File: config.mk
export PLATFORM = sky130hd
export DESIGN_NAME = multi_push_fifo
export DESIGN_NICKNAME = d
export VERILOG_FILES = /design/src/rtl/multi_push_fifo.sv
export SDC_FILE = /design/constraint.sdc
export NUM_CORES = 1
export LEC_CHECK = 0
export BUFFER_PORTS_ARGS = -buffer_cell sky130_fd_sc_hd__buf_2
export CORE_AREA = 2 2 81 161
export CTS_BUF_LIST = sky130_fd_sc_hd__clkbuf_2 sky130_fd_sc_hd__clkbuf_4 sky130_fd_sc_hd__clkbuf_8
export DETAILED_ROUTE_END_ITERATION = 12
export DIE_AREA = 0 0 83 163
export PLACE_DENSITY = 0.93
export REMOVE_ABC_BUFFERS = 1
export SLEW_MARGIN = 20
export SYNTH_ARGS = -nofsm -noshare
export SYNTH_HDL_FRONTEND = slang
export SYNTH_SLANG_ARGS = --single-unit
File: constraint.sdc
create_clock -name clk -period 4.21 [get_ports clk]
set_input_delay 0.6315 -clock clk [delete_from_list [all_inputs] [get_ports clk]]
set_output_delay 0.6315 -clock clk [all_outputs]
set_load 0.1 [all_outputs]
File: src/rtl/multi_push_fifo.sv
// Multi-lane push FIFO: up to NUM_PUSH pushes per cycle, one show-ahead pop per cycle.
// Accepted lanes are compacted in lane order into consecutive slots. push_ready is
// registered and conservative: it is high only when a full-width push is guaranteed to fit.
module multi_push_fifo #(
  parameter int unsigned WIDTH       = 8,
  parameter int unsigned DEPTH_LOG2  = 4,
  parameter int unsigned NUM_PUSH    = 2,
  parameter int unsigned ALMOST_FULL = (1 << DEPTH_LOG2) - 2
) (
  input  logic                      clk,
  input  logic                      rst,
  input  logic [NUM_PUSH-1:0]       push_valid,
  input  logic [NUM_PUSH*WIDTH-1:0] push_data,
  output logic                      push_ready,
  output logic                      pop_valid,
  output logic [WIDTH-1:0]          pop_data,
  input  logic                      pop_ready,
  output logic [DEPTH_LOG2:0]       count,
  output logic                      almost_full,
  output logic                      overflow_err
);

  localparam int unsigned DEPTH = 1 << DEPTH_LOG2;
  localparam int unsigned CW    = DEPTH_LOG2 + 1;
  localparam int unsigned PW    = $clog2(NUM_PUSH + 1);
  // One extra bit so count + n_push never wraps before the overflow check.
  localparam int unsigned XW    = CW + 1;

  logic [WIDTH-1:0]      mem_q [DEPTH];
  logic [DEPTH_LOG2-1:0] front_q, front_d;
  logic [DEPTH_LOG2-1:0] back_q, back_d;
  logic [CW-1:0]         count_q, count_d;
  logic                  push_ready_q, push_ready_d;
  logic                  almost_full_q, almost_full_d;
  logic                  overflow_err_q, overflow_err_d;

  logic [PW-1:0]         n_push;
  logic [NUM_PUSH-1:0]   wr_en;
  logic [DEPTH_LOG2-1:0] wr_idx [NUM_PUSH];
  logic                  pop_fire;
  logic [XW-1:0]         count_ext;

  // Lane compaction: each accepted lane lands at back + (accepted lanes below it).
  always_comb begin
    logic [PW-1:0] acc;
    acc = '0;
    for (int i = 0; i < NUM_PUSH; i++) begin
      wr_en[i]  = push_ready_q & push_valid[i];
      // acc stays below NUM_PUSH <= DEPTH here, so the truncation is lossless.
      wr_idx[i] = back_q + DEPTH_LOG2'(acc);
      if (wr_en[i]) begin
        acc = acc + PW'(1);
      end
    end
    n_push = acc;
  end

  // Next-state for pointers, occupancy and registered flags.
  always_comb begin
    pop_fire       = (count_q != '0) && pop_ready;
    count_ext      = XW'(count_q) + XW'(n_push) - XW'(pop_fire);
    count_d        = count_ext[CW-1:0];
    front_d        = front_q + DEPTH_LOG2'(pop_fire);
    back_d         = back_q + DEPTH_LOG2'(n_push);
    // Never credits a same-cycle pop: ready only if a full-width push fits next cycle.
    push_ready_d   = (XW'(DEPTH) - XW'(count_d)) >= XW'(NUM_PUSH);
    almost_full_d  = XW'(count_d) >= XW'(ALMOST_FULL);
    overflow_err_d = overflow_err_q
                   | ((|push_valid) & ~push_ready_q)
                   | (count_ext > XW'(DEPTH));
  end

  // Control state with asynchronous reset; contents are discarded by zeroing the pointers.
  always_ff @(posedge clk or posedge rst) begin
    if (rst) begin
      front_q        <= '0;
      back_q         <= '0;
      count_q        <= '0;
      push_ready_q   <= 1'b1;
      almost_full_q  <= 1'b0;
      overflow_err_q <= 1'b0;
    end else begin
      front_q        <= front_d;
      back_q         <= back_d;
      count_q        <= count_d;
      push_ready_q   <= push_ready_d;
      almost_full_q  <= almost_full_d;
      overflow_err_q <= overflow_err_d;
    end
  end

  // Storage write; entries need no reset since pop_valid gates their visibility.
  always_ff @(posedge clk) begin
    for (int i = 0; i < NUM_PUSH; i++) begin
      if (wr_en[i]) begin
        mem_q[wr_idx[i]] <= push_data[i*WIDTH +: WIDTH];
      end
    end
  end

  assign push_ready   = push_ready_q;
  assign pop_valid    = (count_q != '0);
  assign pop_data     = mem_q[front_q];
  assign count        = count_q;
  assign almost_full  = almost_full_q;
  assign overflow_err = overflow_err_q;

endmodule

==> results by group, run 1 <==
STA
  • Skew final: 0.00975 ns
  • Final Cycle Share: 0.859
  • Tmin final: 3.62 ns
  • Fmax: 276 MHz
  • Final Hold Fails: 0
  • Worst rel slew slack: 0.298
  • Setup_tns: 0 ns
  • Final Setup Violations: 0
  • Worst slew pin tran: 1.05 ns
  • Unrepaired setup endpoints after global routing: no
  • Fin. max-slew vios: 0

Worst hold path
  • Worst hold path type: input port to async pin

Route
  • Antenna Violating Nets Remaining: 0
  • Post-Route WL: 16,800 um
  • Iter 0 DRT Violations: 463
  • Via count: 4,492
  • Vias per inst: 6.61
  • DR pass1 iterations: 5
  • Routed wire per std cell: 24.8 um
  • Drt drc: 0

Die
  • Die Area: 13,500 um2
  • # IOs: 38
  • Row cnt: 58
  • Die Y: 163 um
  • Placeable Area: 12,400 um2
  • Initial Utilization: 0.626
  • Die W: 83 um

Critical path
  • Critical Path Source Type: flip-flop
  • Cell mode on critical path: mux4_2
  • Crit-path max cell delay: 0.77 ns
  • Critical path fanouts, max: 19
  • CP arrival: 2.99 ns
  • Slowest CP cell: dfrtp_2
  • Critical path class: flip-flop to output port
  • Data required, critical path: 3.58 ns
  • Critical path endpoint category: output port
  • Critical path cell sequence: buf_4 > mux4_2 > mux4_2 > buf_2

Power and ir drop
  • Clock power frac: 0.155
  • Total power: 6.44 mW
  • Combinational Power Share: 0.505
  • Sw Ratio: 0.453
  • VDD IR-drop max: 1.33 mV
  • Leakage: 2.93 nW
  • Psw: 2.92 mW
  • Pwr dens: 762 nW/um2
  • Power Internal: 3.52 mW
  • Sequential share of power: 0.340

Clock tree
  • CTS H-tree depth: 4
  • Largest buffer count on any clock path: 2
  • Reg clk slew, reported paths: 0.08 ns
  • PostCTS Resize Cnt: 0
  • Root Driver: clkbuf_8
  • Clk sinks: 144
  • Hold buffers post-CTS: 0
  • # Post-CTS Setup Buffers: 0
  • CTS tree: built
  • Worst skew pair latency: 0.45 ns
  • CTS buffer count: 17

Global routing
  • Antenna violations before repair: 0
  • Vias in the first global route: 4,722
  • Largest net degree at the start of global routing: 35
  • First-pass GRT wire length: 26,600 um
  • GRT Total Usage: 0.264
  • GRT overflow: 0

Synth
  • Synthesized area: 7770 um2
  • Synth warn: 0
  • Yosys reg bits: 144
  • EDFF count, synth: 128
  • Async SR Flop Fraction: 0.111
  • Avg Inst Size Synth: 16.2 um2
  • Mapped Cells: 481
  • Most common flop cell mapped by yosys: edfxtp_1
  • Netlist cell types: 48
  • Part of the Yosys area used for sequential elements: 0.546

Placement
  • Port Buffers: 37
  • Post-DP HPWL: 11,700 um
  • Placed insts: 648
  • RePlAce Congestion: 0.866

Final layout
  • NumNets Final: 557
  • Layout cells sized above 1: 0.513
  • Synth-to-Final Area Change: 8.79%
  • Most frequent cells in the layout: 128 x edfxtp_1, 126 x mux2_2, 40 x mux4_2
  • Util after Layout: 0.681
  • Post-Layout Cell Count: 680
  • Most common cell after layout, fill and taps aside: edfxtp_1
  • ANT cells: 0

Outcome
  • Run status: completed

Flow run
  • MaxCap Viol Count: 0
## final timing paths
kind	startpoint	to	slack, ns	depth (start not counted)
worst max register to register	count[2]$_DFF_PP0_	push_ready$_DFF_PP1_	0.81	15
max in group asynchronous	rst	front_q[0]$_DFF_PP0_	3.54	2
worst min register to register	overflow_err$_DFF_PP0_	overflow_err$_DFF_PP0_	0.52	2
worst min-delay path	rst	count[0]$_DFF_PP0_	0.24	2
min in group clk	overflow_err$_DFF_PP0_	overflow_err$_DFF_PP0_	0.52	2
worst max-delay path	front_q[0]$_DFF_PP0_	pop_data[4]	0.59	4
## cell usage after synthesis (all sizes together) (2+ instances only)
cell type  instances  area [um2]
xnor2              3        26.3
or2                2        12.5
nand3b             3        35.0
fa                 2        40.0
and3               2        12.5
o21ai              7        38.8
o22ai              7        43.8
buf                7        43.8
mux4              40         901
ha                17         213
dfrtp             15         375
or3                4        25.0
o21bai             7        63.8
nor3               3        15.0
nand2              5        18.8
nand3              7        35.0
xor2               3        26.3
a21oi              8        85.1
inv               24        90.1
mux2             128        1440
clkbuf            23        86.3
edfxtp           128        3840
nand2b             4        25.0
a41oi              2        32.5
nor2              14        70.1
a21bo              2        20.0
## layout make-up
cell class / count / area (um2)
Clock buffer: 17 / 234
Clock inverter: 15 / 130
Fill cell: 792 / 3960
Inverter: 24 / 90.1
Multi-Input combinational cell: 283 / 3300
Sequential cell: 144 / 4250
Tap cell: 150 / 188
Timing Repair Buffer: 47 / 260
## metrics by stage
| step | instance area [um2] | setup WS [ns] | hold WS, ns |
|---|---|---|---|
| 2_1_floorplan | 7640 | 0.0990 | 0.545 |
| 3_3_place_gp | 8090 | 0.929 | 0.492 |
| 3_5_place_dp | 8090 | 0.817 | 0.507 |
| 4_1_cts | 8450 | 0.524 | 0.261 |
| 5_1_grt | 8450 | 0.458 | 0.303 |
| 6_report | 8450 | 0.592 | 0.239 |
## power groups by stage
| stage | clock network (mW) | logic [mW] | registers, mW |
|---|---|---|---|
| 6_report | 1.00 | 3.25 | 2.19 |
| 5_1_grt | 1.06 | 3.43 | 2.23 |
| 4_1_cts | 1.01 | 3.25 | 2.20 |
| 3_5_place_dp | 0 | 3.24 | 2.22 |
| 3_3_place_gp | 0 | 3.16 | 2.21 |
| 2_1_floorplan | 0 | 2.32 | 2.43 |
## kinds of logic (layout without fill, tap and decap cells)
| logic type | Yosys count | after routing | synth area share |
|---|---|---|---|
| multiplexers | 169 | 169 | 0.303 |
| flip-flops | 144 | 144 | 0.546 |
| buffers and inverters | 54 | 103 | 0.0283 |
| AND/OR/NAND/NOR | 48 | 48 | 0.0359 |
| AO/OA/AOI/OAI | 41 | 41 | 0.0473 |
| adder cells (fa/ha/maj) | 19 | 19 | 0.0325 |
| XOR/XNOR | 6 | 6 | 0.00676 |
## critical path: cells and delay by family (launching register included)
family	cells	cell delay (ns)
buffers and inverters	2	0.67
muxes	2	1.08
DFF	1	0.77
## sequential cells by signal (all words and copies together), names as in the netlist
name	flops
almost_full	1
back_q	4
count	5
front_q	4
mem_q	128
overflow_err	1
push_ready	1
## layer usage
layer  global-route usage  vias up  part of all wire
met2                0.451      205              0.54
met4                0.112        0             0.023
met5                    0        -                 0
li1                     -     1976                 -
met3               0.0461       31             0.060
met1                0.333     2280              0.38
No activity file was read; power rests on OpenSTA's default activity.
==> inputs of run 2 (changes only) <==
ABC_AREA = 1   (was not set)
CORE_AREA = 2 2 83 164   (was 2 2 81 161)
DIE_AREA = 0 0 85 166   (was 0 0 83 163)
PLACE_DENSITY = 0.92   (was 0.93)
==> run 2 against run 1 <==
Hold slack better by 0.024 ns; clock power rose by 11%; die area is 4.3% higher; synthesized area is 3.9% higher; combinational power grew 5%; maximum frequency is 8.2% higher; sequential power rose by 8%; sequential share of layout area fell by 0.11 points; wire length increased by 23%; critical endpoint is now pop_data[0]; largest cell class unchanged.
==> results by group, run 2 <==
Outcome
  • Run status: completed

Route
  • Met1 WL: 6760 um
  • Antenna Violating Nets Remaining: 0
  • Wire length on met3: 1830 um
  • Routed wire per std cell: 19.6 um
  • Post-Route WL: 20,700 um
  • Routed wl met2: 10,300 um
  • DR pass1 iterations: 7
  • Top Metal Used: met4
  • Iter 0 DRT Violations: 1,031
  • Vias per inst: 6.18
  • Via count: 6,541
  • Drt drc: 0

Final layout
  • Multi-input gate area: 3020 um2
  • Synth-to-Final Area Change: 5.12%
  • Util after Layout: 0.657
  • Sequential standard cell area: 4250 um2
  • ANT cells: 0
  • NumNets Final: 934
  • Most common cell after layout, fill and taps aside: nand2_1
  • Largest register FFs: 128
  • Most frequent cells in the layout: 202 x nand2_1, 128 x o21ai_1, 128 x edfxtp_1
  • Fillers: 983
  • Layout cells sized above 1: 0.120
  • Post-Layout Cell Count: 1,059
  • Final Cell Area: 8480 um2

Placement
  • Post-DP HPWL: 14,100 um
  • RePlAce Congestion: 0.944
  • DP Area: 8090 um2
  • Port Buffers: 37
  • Pre-CTS setup slack: 0.735 ns
  • Placed insts: 1,027

Synth
  • Part of the Yosys area used for sequential elements: 0.526
  • Mapped Cells: 902
  • Post-synth top area share: 0.476
  • Largest area contributor in the netlist: edfxtp_1
  • Netlist cell types: 34
  • EDFF count, synth: 128
  • Synth warn: 0
  • Async SR Flop Fraction: 0.111
  • Yosys reg bits: 144
  • Leading post-synthesis cells by cell area: edfxtp_1 48%, nand2_1 9.4%, o21ai_1 7.3%
  • Most frequent cell after synthesis: nand2_1
  • Post-synth top cells: 202 x nand2_1, 128 x edfxtp_1, 118 x o21ai_1
  • Most common flop cell mapped by yosys: edfxtp_1
  • Synthesized area: 8070 um2
  • Avg Inst Size Synth: 8.95 um2

Critical path
  • Critical path fanouts, max: 77
  • Critical Path Source Type: flip-flop
  • Data required, critical path: 3.58 ns
  • Critical path endpoint category: output port
  • CP arrival: 2.71 ns
  • Critical path class: flip-flop to output port

Die
  • Initial Utilization: 0.625
  • Placeable Area: 12,900 um2
  • Die Area: 14,100 um2
  • # IOs: 38
  • Row cnt: 59
  • Die Y: 166 um
  • Die W: 85 um

Power and ir drop
  • VDD IR-drop max: 1.51 mV
  • Leakage: 3.63 nW
  • Total power: 6.88 mW
  • Pwr dens: 811 nW/um2

Clock tree
  • Reg clk slew, reported paths: 0.08 ns
  • Largest buffer count on any clock path: 2
  • Clk sinks: 144
  • Root Driver: clkbuf_8
  • # Post-CTS Setup Buffers: 0
  • PostCTS Resize Cnt: 0
  • Worst skew pair latency: 0.45 ns
  • CTS buffer count: 17
  • Hold buffers post-CTS: 0
  • CTS tree: built
  • CTS H-tree depth: 4

STA
  • Final Hold Fails: 0
  • Final Setup Violations: 0
  • Hold_ws: 0.263 ns
  • Final setup margin: 0.866 ns
  • Unrepaired setup endpoints after global routing: no
  • Fmax: 299 MHz
  • Setup_tns: 0 ns
  • Tmin final: 3.34 ns
  • Final Cycle Share: 0.794
  • Worst slew pin tran: 1.19 ns
  • Worst rel slew slack: 0.199
  • Skew final: 0.0154 ns
  • Fin. max-slew vios: 0

Global routing
  • Antenna violations before repair: 0
  • First-pass GRT wire length: 32,500 um
  • Largest net degree at the start of global routing: 78
  • GRT overflow: 0
  • GRT Total Usage: 0.305
  • Vias in the first global route: 6,374

Worst hold path
  • Worst hold path type: input port to async pin

Flow run
  • MaxCap Viol Count: 0
==> run 2: changes by cell type after synthesis, moves of 40 or more <==
| cell | delta |
|---|---|
| nand2_1 | +197 |
| mux2_2 | -126 |
| o21ai_1 | +118 |
| inv_1 | +87 |
| nand3_1 | +53 |
| o21ai_0 | +42 |
| mux4_2 | -40 |
==> run 2: worst paths after layout <==
kind	slack [ns]	start	depth (start not counted)	end
max	0.87	front_q[0]$_DFF_PP0_	7	pop_data[0]
min	0.26	rst	2	front_q[3]$_DFF_PP0_
max reg2reg	0.99	push_ready$_DFF_PP1_	16	push_ready$_DFF_PP1_
min reg2reg	0.50	overflow_err$_DFF_PP0_	2	overflow_err$_DFF_PP0_
max in group asynchronous	3.45	rst	2	front_q[1]$_DFF_PP0_
min in group clk	0.50	overflow_err$_DFF_PP0_	2	overflow_err$_DFF_PP0_
==> run 2: metal layers <==
| layer | vias to the layer above | GRT usage |
|---|---|---|
| met1 | 2946 | 0.336 |
| li1 | 3043 | - |
| met3 | 121 | 0.0562 |
| met4 | 0 | 0.207 |
| met5 | - | 0 |
| met2 | 431 | 0.520 |
==> run 2: layout make-up <==
type                            count  area share
Sequential cell                   144       0.501
Multi-Input combinational cell    578       0.356
Inverter                          114      0.0504
Clock buffer                       19      0.0293
Timing Repair Buffer               39      0.0236
Tap cell                          152      0.0224
Clock inverter                     13      0.0171
==> run 2: cell families (layout without fill, tap and decap cells) <==
group	Yosys count	count (layout)	share of synthesized area
simple gates	307	307	0.166
compound gates	246	246	0.167
buf+inv	180	185	0.100
flops	144	144	0.526
fa+ha+maj	19	19	0.0313
xor+xnor	6	6	0.00977
==> run 2: critical path, cell delays in order (launching register included) <==
cell     delay (ns)
dfrtp_4        0.88
buf_4          0.39
a21oi_1        0.12
o21ai_0        0.14
nand3_1        0.19
nand3_1        0.14
nand2_1        0.08
buf_2          0.30
==> run 2: where the power goes <==
part / switching (mW) / internal (mW) / total [mW] / leakage (nW)
Clock: 0.523 / 0.587 / 1.11 / 0.190
Combinational: 2.57 / 0.844 / 3.41 / 2.09
Sequential: 0.365 / 2.00 / 2.36 / 1.34
Total: 3.45 / 3.43 / 6.88 / 3.63
==> inputs of run 3 (changes only) <==
ABC_AREA = 0   (was 1)
CORE_AREA = 2 2 85 169   (was 2 2 83 164)
DIE_AREA = 0 0 87 171   (was 0 0 85 166)
PLACE_DENSITY = 0.89   (was 0.92)
clock period = 2.9 ns   (was 4.21 ns; I/O delays follow)
==> run 3 against run 2 <==
Sequential share of layout area down 5.5 points; hold slack worse by 0.22 ns; core utilization is 4.0 points higher; register-to-register slack got worse by 1.2 ns; flip-flop and latch count did not move; critical path type is now flip-flop to flip-flop; total power grew 67%; highest routed layer unchanged; critical path depth is 8 higher; final cell count shrank 28%; sequential power is 32% higher; first-iteration DRC count shrank 47%; setup slack got worse by 1.1 ns; the flow now finishes with violations (negative setup slack).
==> results by group, run 3 (synthesis results as in run 1) <==
Die
  • Die Y: 171 um
  • Placeable Area: 13,700 um2
  • # IOs: 38
  • Initial Utilization: 0.569
  • Row cnt: 61
  • Die W: 87 um
  • Die Area: 14,900 um2

Placement
  • RePlAce Congestion: 0.870
  • Post-DP HPWL: 12,600 um
  • Pre-CTS setup slack: -0.447 ns
  • DP Area: 8620 um2
  • Port Buffers: 37

Final layout
  • ANT cells: 0
  • Final Cell Area: 9520 um2
  • Util after Layout: 0.697
  • Fillers: 830
  • Layout cells sized above 1: 0.623
  • Largest register FFs: 128
  • Most common cell after layout, fill and taps aside: edfxtp_1
  • Synth-to-Final Area Change: 22.6%
  • Most frequent cells in the layout: 128 x edfxtp_1, 126 x mux2_2, 73 x buf_4
  • NumNets Final: 633
  • Multi-input gate area: 3520 um2
  • Sequential standard cell area: 4250 um2

Critical path
  • Critical Path Source Type: flip-flop
  • R2R Path Start: count[3]$_DFF_PP0_
  • Data required, critical path: 3.28 ns
  • Flop2flop setup slack: -0.22 ns
  • Critical path endpoint category: flip-flop
  • RR Endpoint: push_ready$_DFF_PP1_
  • Critical path fanouts, max: 3
  • Critical path class: flip-flop to flip-flop
  • Reg2Reg Depth: 15
  • CP arrival: 3.50 ns

Clock tree
  • CTS buffer count: 17
  • CTS H-tree depth: 4
  • Largest buffer count on any clock path: 2
  • Root Driver: clkbuf_8
  • CTS tree: built
  • Worst skew pair latency: 0.46 ns
  • Reg clk slew, reported paths: 0.09 ns
  • Clk sinks: 144
  • Hold buffers post-CTS: 0

STA
  • Final setup margin: -0.221 ns
  • Worst rel slew slack: 0.563
  • Skew final: 0.0138 ns
  • Setup_tns: -0.571 ns
  • Unrepaired setup endpoints after global routing: yes
  • Fin. max-slew vios: 0
  • Final Setup Violations: 4
  • Worst slew pin tran: 0.655 ns
  • Final Hold Fails: 0
  • Tmin final: 3.12 ns
  • Final Cycle Share: 1.08
  • Fmax: 320 MHz

Route
  • Vias per inst: 6.55
  • Met1 WL: 7270 um
  • DR pass1 iterations: 5
  • Routed wl met2: 11,100 um
  • Wire length on met3: 1460 um
  • Post-Route WL: 20,600 um
  • Drt drc: 0
  • Routed wire per std cell: 27.0 um
  • Top Metal Used: met4
  • Via count: 4,988
  • Antenna Violating Nets Remaining: 0
  • Iter 0 DRT Violations: 544

Global routing
  • Largest net degree at the start of global routing: 35
  • GRT overflow: 0
  • Antenna violations before repair: 0
  • First-pass GRT wire length: 30,300 um
  • GRT Total Usage: 0.286
  • Vias in the first global route: 5,184

Power and ir drop
  • Leakage: 3.45 nW
  • Clock power frac: 0.146
  • Combinational Power Share: 0.582
  • Pwr dens: 1210 nW/um2
  • VDD IR-drop max: 1.34 mV
  • Psw: 4.96 mW
  • Total power: 11.5 mW
  • Sequential share of power: 0.271
  • Sw Ratio: 0.432
  • Power Internal: 6.52 mW

Flow run
  • MaxCap Viol Count: 0

Outcome
  • Failing checks: negative setup slack
  • Run status: finished with violations

Worst hold path
  • Worst hold path type: input port to async pin
==> run 3: worst max-delay path, stage by stage (launching register included) <==
cell and delay (ns):
dfrtp_1 0.42, inv_2 0.08, ha_1 0.13, or4b_4 0.46, and2_4 0.19, ha_4 0.22, inv_4 0.06, ha_4 0.14
inv_2 0.03, fa_2 0.59, inv_2 0.08, ha_4 0.17, nor2_4 0.13, buf_6 0.11, o221a_4 0.17, mux2i_1 0.07
==> run 3: metrics by stage <==
step | hold WS, ns | std cells
after floorplan | 0.348 | 451
after global placement | 0.497 | 709
after detailed placement | 0.505 | 709
after CTS | 0.0723 | 757
after global routing | 0.117 | 762
final | 0.0474 | 762
==> run 3: repair_timing <==
action	4_1_cts	5_1_grt
pin swaps	7	13
setup buffers	15	5
setup endpoints to repair	12	86
cloned	2	0
gates resized for setup	34	29
==> run 3: power groups by stage <==
stage | combinational [mW] | clock (mW) | sequential (mW)
6_report | 6.68 | 1.68 | 3.11
5_1_grt | 6.92 | 1.77 | 3.16
4_1_cts | 6.07 | 1.69 | 3.11
3_5_place_dp | 5.37 | 0 | 3.14
3_3_place_gp | 5.22 | 0 | 3.10
2_1_floorplan | 3.36 | 0 | 3.53
==> run 3: worst max path at each step <==
stage               slack [ns]          startpoint                    end  cells after the start
finish                   -0.22  count[3]$_DFF_PP0_   push_ready$_DFF_PP1_                     15
global route             -0.26  count[3]$_DFF_PP0_   push_ready$_DFF_PP1_                     15
CTS                      -0.09  count[2]$_DFF_PP0_   push_ready$_DFF_PP1_                     15
detailed placement       -0.45  count[3]$_DFF_PP0_  almost_full$_DFF_PP0_                     13
global placement         -0.32  count[2]$_DFF_PP0_   push_ready$_DFF_PP1_                     15
floorplan                -1.21  count[2]$_DFF_PP0_   push_ready$_DFF_PP1_                     15
==> run 3: routing by layer <==
layer  vias up  track usage
met5         -            0
met1      2526        0.337
li1       2123            -
met2       275        0.495
met3        64       0.0632
met4         0        0.123
==> run 3: layout make-up <==
class	instances	area share
inverter	24	0.00972
clock inverter	14	0.0187
clock buffer	17	0.0246
multi-input combinational	283	0.369
tap	157	0.0206
timing repair buffer	123	0.111
sequential	144	0.446
